==> src/rtl/schoolbook_pkg.sv <==
// Shared constants and state type for the 224x224 schoolbook multiplier and its unload path.
package schoolbook_pkg;

  localparam int PW     = 448;
  localparam int OW     = 32;
  localparam int NWORDS = PW / OW;

  typedef enum logic {
    IDLE = 1'b0,
    SEND = 1'b1
  } state_t;

endpackage

==> src/rtl/product_serializer.sv <==
// Captures one PW-bit product via valid/ready and streams it out as OW-bit words, LSW first.
// One idle bubble separates products; in_ready depends on state only.
module product_serializer #(
  parameter int PW = schoolbook_pkg::PW,
  parameter int OW = schoolbook_pkg::OW
) (
  input  logic          clk,
  input  logic          rst_n,
  input  logic          in_valid,
  output logic          in_ready,
  input  logic [PW-1:0] in_data,
  output logic          out_valid,
  input  logic          out_ready,
  output logic [OW-1:0] out_data,
  output logic          out_last,
  output logic          busy
);
  import schoolbook_pkg::*;

  localparam int NWORDS_P = PW / OW;
  localparam int IDX_W    = (NWORDS_P > 1) ? $clog2(NWORDS_P) : 1;

  generate
    if ((PW % OW) != 0) begin : g_bad_width
      $error("product_serializer: PW must be a multiple of OW");
    end
  endgenerate

  state_t            r_state;
  state_t            w_state_next;
  logic [PW-1:0]     r_buf;
  logic [IDX_W-1:0]  r_idx;
  logic              w_last;
  logic              w_accept;
  logic              w_fire;

  assign w_last   = (r_idx == IDX_W'(NWORDS_P - 1));
  assign w_accept = (r_state == IDLE) && in_valid;
  assign w_fire   = (r_state == SEND) && out_ready;

  always_ff @(posedge clk or negedge rst_n) begin
    if (!rst_n) begin
      r_state <= IDLE;
    end else begin
      r_state <= w_state_next;
    end
  end

  always_comb begin
    w_state_next = r_state;
    case (r_state)
      IDLE:    if (in_valid) w_state_next = SEND;
      SEND:    if (out_ready && w_last) w_state_next = IDLE;
      default: w_state_next = IDLE;
    endcase
  end

  always_comb begin
    in_ready  = (r_state == IDLE);
    busy      = (r_state != IDLE);
    out_valid = (r_state == SEND);
    out_last  = (r_state == SEND) && w_last;
    out_data  = (r_state == SEND) ? r_buf[OW-1:0] : '0;
  end

  // Buffer shifts down one word per handshake so the current word always sits at the bottom.
  always_ff @(posedge clk or negedge rst_n) begin
    if (!rst_n) begin
      r_buf <= '0;
      r_idx <= '0;
    end else if (w_accept) begin
      r_buf <= in_data;
      r_idx <= '0;
    end else if (w_fire) begin
      r_buf <= r_buf >> OW;
      r_idx <= w_last ? '0 : r_idx + IDX_W'(1);
    end
  end

endmodule

==> config.mk <==
export PLATFORM = sky130hd
export DESIGN_NAME = product_serializer
export DESIGN_NICKNAME = d
export VERILOG_FILES = /design/src/rtl/schoolbook_pkg.sv /design/src/rtl/product_serializer.sv
export SDC_FILE = /design/constraint.sdc
export NUM_CORES = 1
export LEC_CHECK = 0
export CORE_MARGIN = 2
export CORE_UTILIZATION = 35
export DETAILED_ROUTE_END_ITERATION = 10
export PLACE_DENSITY_LB_ADDON = 0.25
export RECOVER_POWER = 25
export REMOVE_ABC_BUFFERS = 1
export SYNTH_ARGS = -nofsm -noshare
export SYNTH_HDL_FRONTEND = slang
export SYNTH_SLANG_ARGS = --single-unit
==> constraint.sdc <==
create_clock -name clk -period 2.6 [get_ports clk]
set_clock_uncertainty 0.1 [all_clocks]
set_input_delay 0.52 -clock clk [delete_from_list [all_inputs] [get_ports clk]]
set_output_delay 0.52 -clock clk [all_outputs]
set_load 0.05 [all_outputs]
==> impl_metrics.ini <==
[status]
status = completed

[global_route]
globalRoute.totalOverflow = 0
overall_routing_resource_usage_pct = 20.4
maximum_number_of_pins_on_one_net_before_global_route_repair = 107
grt_antenna_before_repair = 2
wire_length_of_the_first_global_routing_pass_mm = 98.7
grt_pass1_vias = 18100

[timing]
worst_slack_setup_final_ns = 0.0625
max_freq_ghz = 0.394
slew_violations = 0
timing.final.setup_violations = 0
timing.setup.tns_ns = 0
max_slew.worst_pin.slew_ns = 1.15
post-route-period-util_pct = 97.6
hold_violations = 0
slew_headroom_pct = 23.2
min_period_ns = 2.54
rsz_0062_raised_after_global_routing = false

[synth]
proportion_of_netlist_area_held_by_the_largest_area_contributor_pct = 55.6
post_synth_inst_count = 2471
synth.yosys.seq_area_share_pct = 55.6
synth.avg_cell_area_um2 = 8.25
syn-cell-area_um2 = 20400
yosys_register_bits = 453
post-synth-top-area-cell = sky130_fd_sc_hd__dfrtp_1
ys_warn_count = 0
yosysUniqueCellTypes = 21
synth_area_leaders = sky130_fd_sc_hd__dfrtp_1 56%, sky130_fd_sc_hd__nand2_1 17%, sky130_fd_sc_hd__a31oi_1 13%

[layout]
multi_input_comb_area_um2 = 8070
post_route_cells_drive_above_1_share_pct = 6.65
area_delta_synth_final_pct = 38.5
finished_layout_cells = 3701
fill_cells = 5536
seqCellArea_um2 = 11300
finalNetCount = 3356
finalInstanceArea_um2 = 28200

[power]
static-leakage-power_nw = 12.2
clock_power_share_pct = 22.4
switching_part_of_the_total_pct = 36.0
power.internal_mw = 19.7
seq_power_share_pct = 39.0
vdd_ir_max_mv = 0.840
cellPowerDensity_nw_per_um2 = 1090
comb_power_share_pct = 38.7
power_switching_mw = 11.1

[worst_setup_path]
depth_of_the_critical_timing_path_with_buffers_and_inverters_included = 4
timing.critical_path.max_delay_family = simple AND/OR/NAND/NOR gates
worst_setup_path_end_kind = output pin
cp_data_arrival_time_ns = 1.92
cp_slowest_stage_delay_ns = 0.44
timing.setup.critical_path_class = flop to output pin
cp_max_fo = 6
timing.critical_path.buf_inv = 1
slowest_stage = sky130_fd_sc_hd__dfrtp_2
critical_path.cell_chain = ha_1, and3_1, and2_2, buf_12
worst_r2r_path_depth = 6
cp_data_required_time_ns = 1.98
critical_path.startpoint_type = flop

[floorplanning]
die_height_um = 245
initial_standard_cell_utilization_of_the_core_pct = 35.3
die_width_um = 245
core.rowCount = 88
design.die.area_um2 = 60200
io_pins = 488
design.core.area_um2 = 57700

[cts]
numClockSinks = 453
clock_path_buffers = 3
h-tree-depth = 2
cts_root_buffer = sky130_fd_sc_hd__clkbuf_16
worstSkewPairLatency_ns = 0.57
cts_tree = built
cts-buffers-inserted = 50
clock_pin_slew_worst_setup_and_hold_paths_ns = 0.06

[route]
drt_drc_violations_left = 0
vias = 18600
drt_wl_total_mm = 62.8
dr.first_iter.drc_count = 1335
drt-wirelength-per-cell_um = 17.0
detail_route.vias_per_cell = 5.03
detail_route.first_pass.iterations = 5
final_antenna_net_count = 0

[placement]
place_ws_ns = 0.261
post_dp_cell_area_um2 = 26700
dp_cells = 3609
port_buffers = 487
globalplace.congestion = 0.842
dp.final_hpwl_mm = 44.2

[flow_run]
max_cap_viol_count = 0

[hold_path]
hold_path.class = primary input to flop
min_delay_path_depth = 3
worst paths after layout:
kind                                   start    endpoint  slack [ns]
worst max register to register          busy  r_buf[231]        0.58
max in group asynchronous              rst_n        busy        0.42
worst max-delay path                r_idx[0]    out_last        0.06
worst min-delay path            in_data[430]  r_buf[430]        0.39
min in group asynchronous              rst_n  r_buf[299]        0.63
worst min register to register    r_buf[419]  r_buf[419]        0.42
layout make-up:
type	count	share of cell area, %
clock buffers	78	5.31
diodes	2	0.0177
multi-input cells	1815	28.6
inverters	2	0.0266
well taps	765	3.39
flip-flops and latches	453	40.2
repair buffers	580	22.2
clock inverters	6	0.284
cell usage after synthesis:
cell	instances
sky130_fd_sc_hd__a31oi_1	417
sky130_fd_sc_hd__nor2_1	416
sky130_fd_sc_hd__buf_4	17
sky130_fd_sc_hd__ha_1	2
sky130_fd_sc_hd__clkbuf_1	38
sky130_fd_sc_hd__nand3_1	4
sky130_fd_sc_hd__a21o_1	1
sky130_fd_sc_hd__a21oi_1	34
sky130_fd_sc_hd__nand2_1	897
sky130_fd_sc_hd__and2_1	34
sky130_fd_sc_hd__dfrtp_1	453
sky130_fd_sc_hd__inv_1	2
sky130_fd_sc_hd__nand2b_1	1
sky130_fd_sc_hd__nand2_4	1
sky130_fd_sc_hd__nand3b_1	1
sky130_fd_sc_hd__o21ai_0	1
sky130_fd_sc_hd__buf_2	146
sky130_fd_sc_hd__and3_1	1
sky130_fd_sc_hd__o31ai_1	3
sky130_fd_sc_hd__nor2b_1	1
sky130_fd_sc_hd__o211ai_1	1
placed cells by master (no fill, tap or decap):
cell type | Yosys | final
sky130_fd_sc_hd__nand2_1 | 897 | 897
sky130_fd_sc_hd__dfrtp_1 | 453 | 451
sky130_fd_sc_hd__clkdlybuf4s50_1 | 0 | 450
sky130_fd_sc_hd__a31oi_1 | 417 | 417
sky130_fd_sc_hd__nor2_1 | 416 | 416
sky130_fd_sc_hd__buf_12 | 0 | 66
sky130_fd_sc_hd__clkbuf_16 | 0 | 53
sky130_fd_sc_hd__buf_4 | 17 | 50
sky130_fd_sc_hd__a21oi_1 | 34 | 34
sky130_fd_sc_hd__and2_1 | 34 | 33
sky130_fd_sc_hd__clkbuf_1 | 38 | 24
sky130_fd_sc_hd__clkbuf_8 | 0 | 8
sky130_fd_sc_hd__nand3_1 | 4 | 4
sky130_fd_sc_hd__clkinv_2 | 0 | 4
sky130_fd_sc_hd__clkbuf_4 | 0 | 4
sky130_fd_sc_hd__o31ai_1 | 3 | 3
sky130_fd_sc_hd__diode_2 | 0 | 2
sky130_fd_sc_hd__inv_1 | 2 | 2
sky130_fd_sc_hd__ha_1 | 2 | 2
sky130_fd_sc_hd__bufinv_16 | 0 | 2
sky130_fd_sc_hd__clkbuf_2 | 0 | 2
sky130_fd_sc_hd__nand3b_1 | 1 | 1
sky130_fd_sc_hd__o21ai_0 | 1 | 1
sky130_fd_sc_hd__o211ai_1 | 1 | 1
sky130_fd_sc_hd__and3_1 | 1 | 1
sky130_fd_sc_hd__nor2b_4 | 0 | 1
sky130_fd_sc_hd__a21o_1 | 1 | 1
sky130_fd_sc_hd__and2_2 | 0 | 1
sky130_fd_sc_hd__nand2b_4 | 0 | 1
sky130_fd_sc_hd__nand2_8 | 0 | 1
sky130_fd_sc_hd__dfrtp_4 | 0 | 1
sky130_fd_sc_hd__dlygate4sd3_1 | 0 | 1
sky130_fd_sc_hd__dfrtp_2 | 0 | 1
state kept, by name, indices dropped and copies added, names as in the netlist:
signal,flops
r_idx,4
r_buf,448
busy,1
tightest hold or removal path, delay by kind of cell:
family,cells,cell delay [ns]
buffers and inverters,1,0.40
AO/OA/AOI/OAI,1,0.05
AND/OR/NAND/NOR,1,0.05
metal layers:
metal	vias up	wire length (um)	GRT usage, %
met5	-	0	0
met4	0	2010	7.74
met3	108	2820	2.64
met2	489	31500	34.5
met1	8941	26500	26.7
li1	9070	-	-
power groups by stage:
| stage | combinational (mW) | sequential [mW] | clock, mW |
|---|---|---|---|
| after detailed placement | 11.8 | 12.1 | 0 |
| after global placement | 11.6 | 12.0 | 0 |
| after CTS | 12.0 | 12.0 | 7.09 |
| after floorplan | 8.71 | 11.4 | 0 |
| after global routing | 13.2 | 12.4 | 7.38 |
| final | 11.9 | 12.0 | 6.89 |
through the flow:
| step | util [%] | hold WS, ns | power [mW] |
|---|---|---|---|
| final | 48.9 | 0.389 | 30.8 |
| after global routing | 48.9 | 0.368 | 32.9 |
| after detailed placement | 46.3 | 0.417 | 24.0 |
| after global placement | 46.3 | 0.385 | 23.6 |
| after floorplan | - | 0.124 | 20.1 |
| after CTS | 49.1 | 0.347 | 31.1 |
kinds of logic (layout without fill, tap and decap cells):
| logic type | after synthesis | after routing | synth area share (%) |
|---|---|---|---|
| compound gates | 457 | 457 | 13.8 |
| fa+ha+maj | 2 | 2 | 0.123 |
| buf+inv | 203 | 666 | 4.95 |
| flops | 453 | 453 | 55.6 |
| other cells | 0 | 2 | 0 |
| simple gates | 1356 | 1356 | 25.5 |
what timing repair did:
item / in CTS / in global routing
setup buffers: 2 / 3
endpoints found under the hold margin: 50 / 0
gates cloned: 0 / 0
resized for setup: 2 / 1
hold buffers: 1 / 0
setup endpoints to repair: 25 / 1
Power figures use the tool's default switching activity.
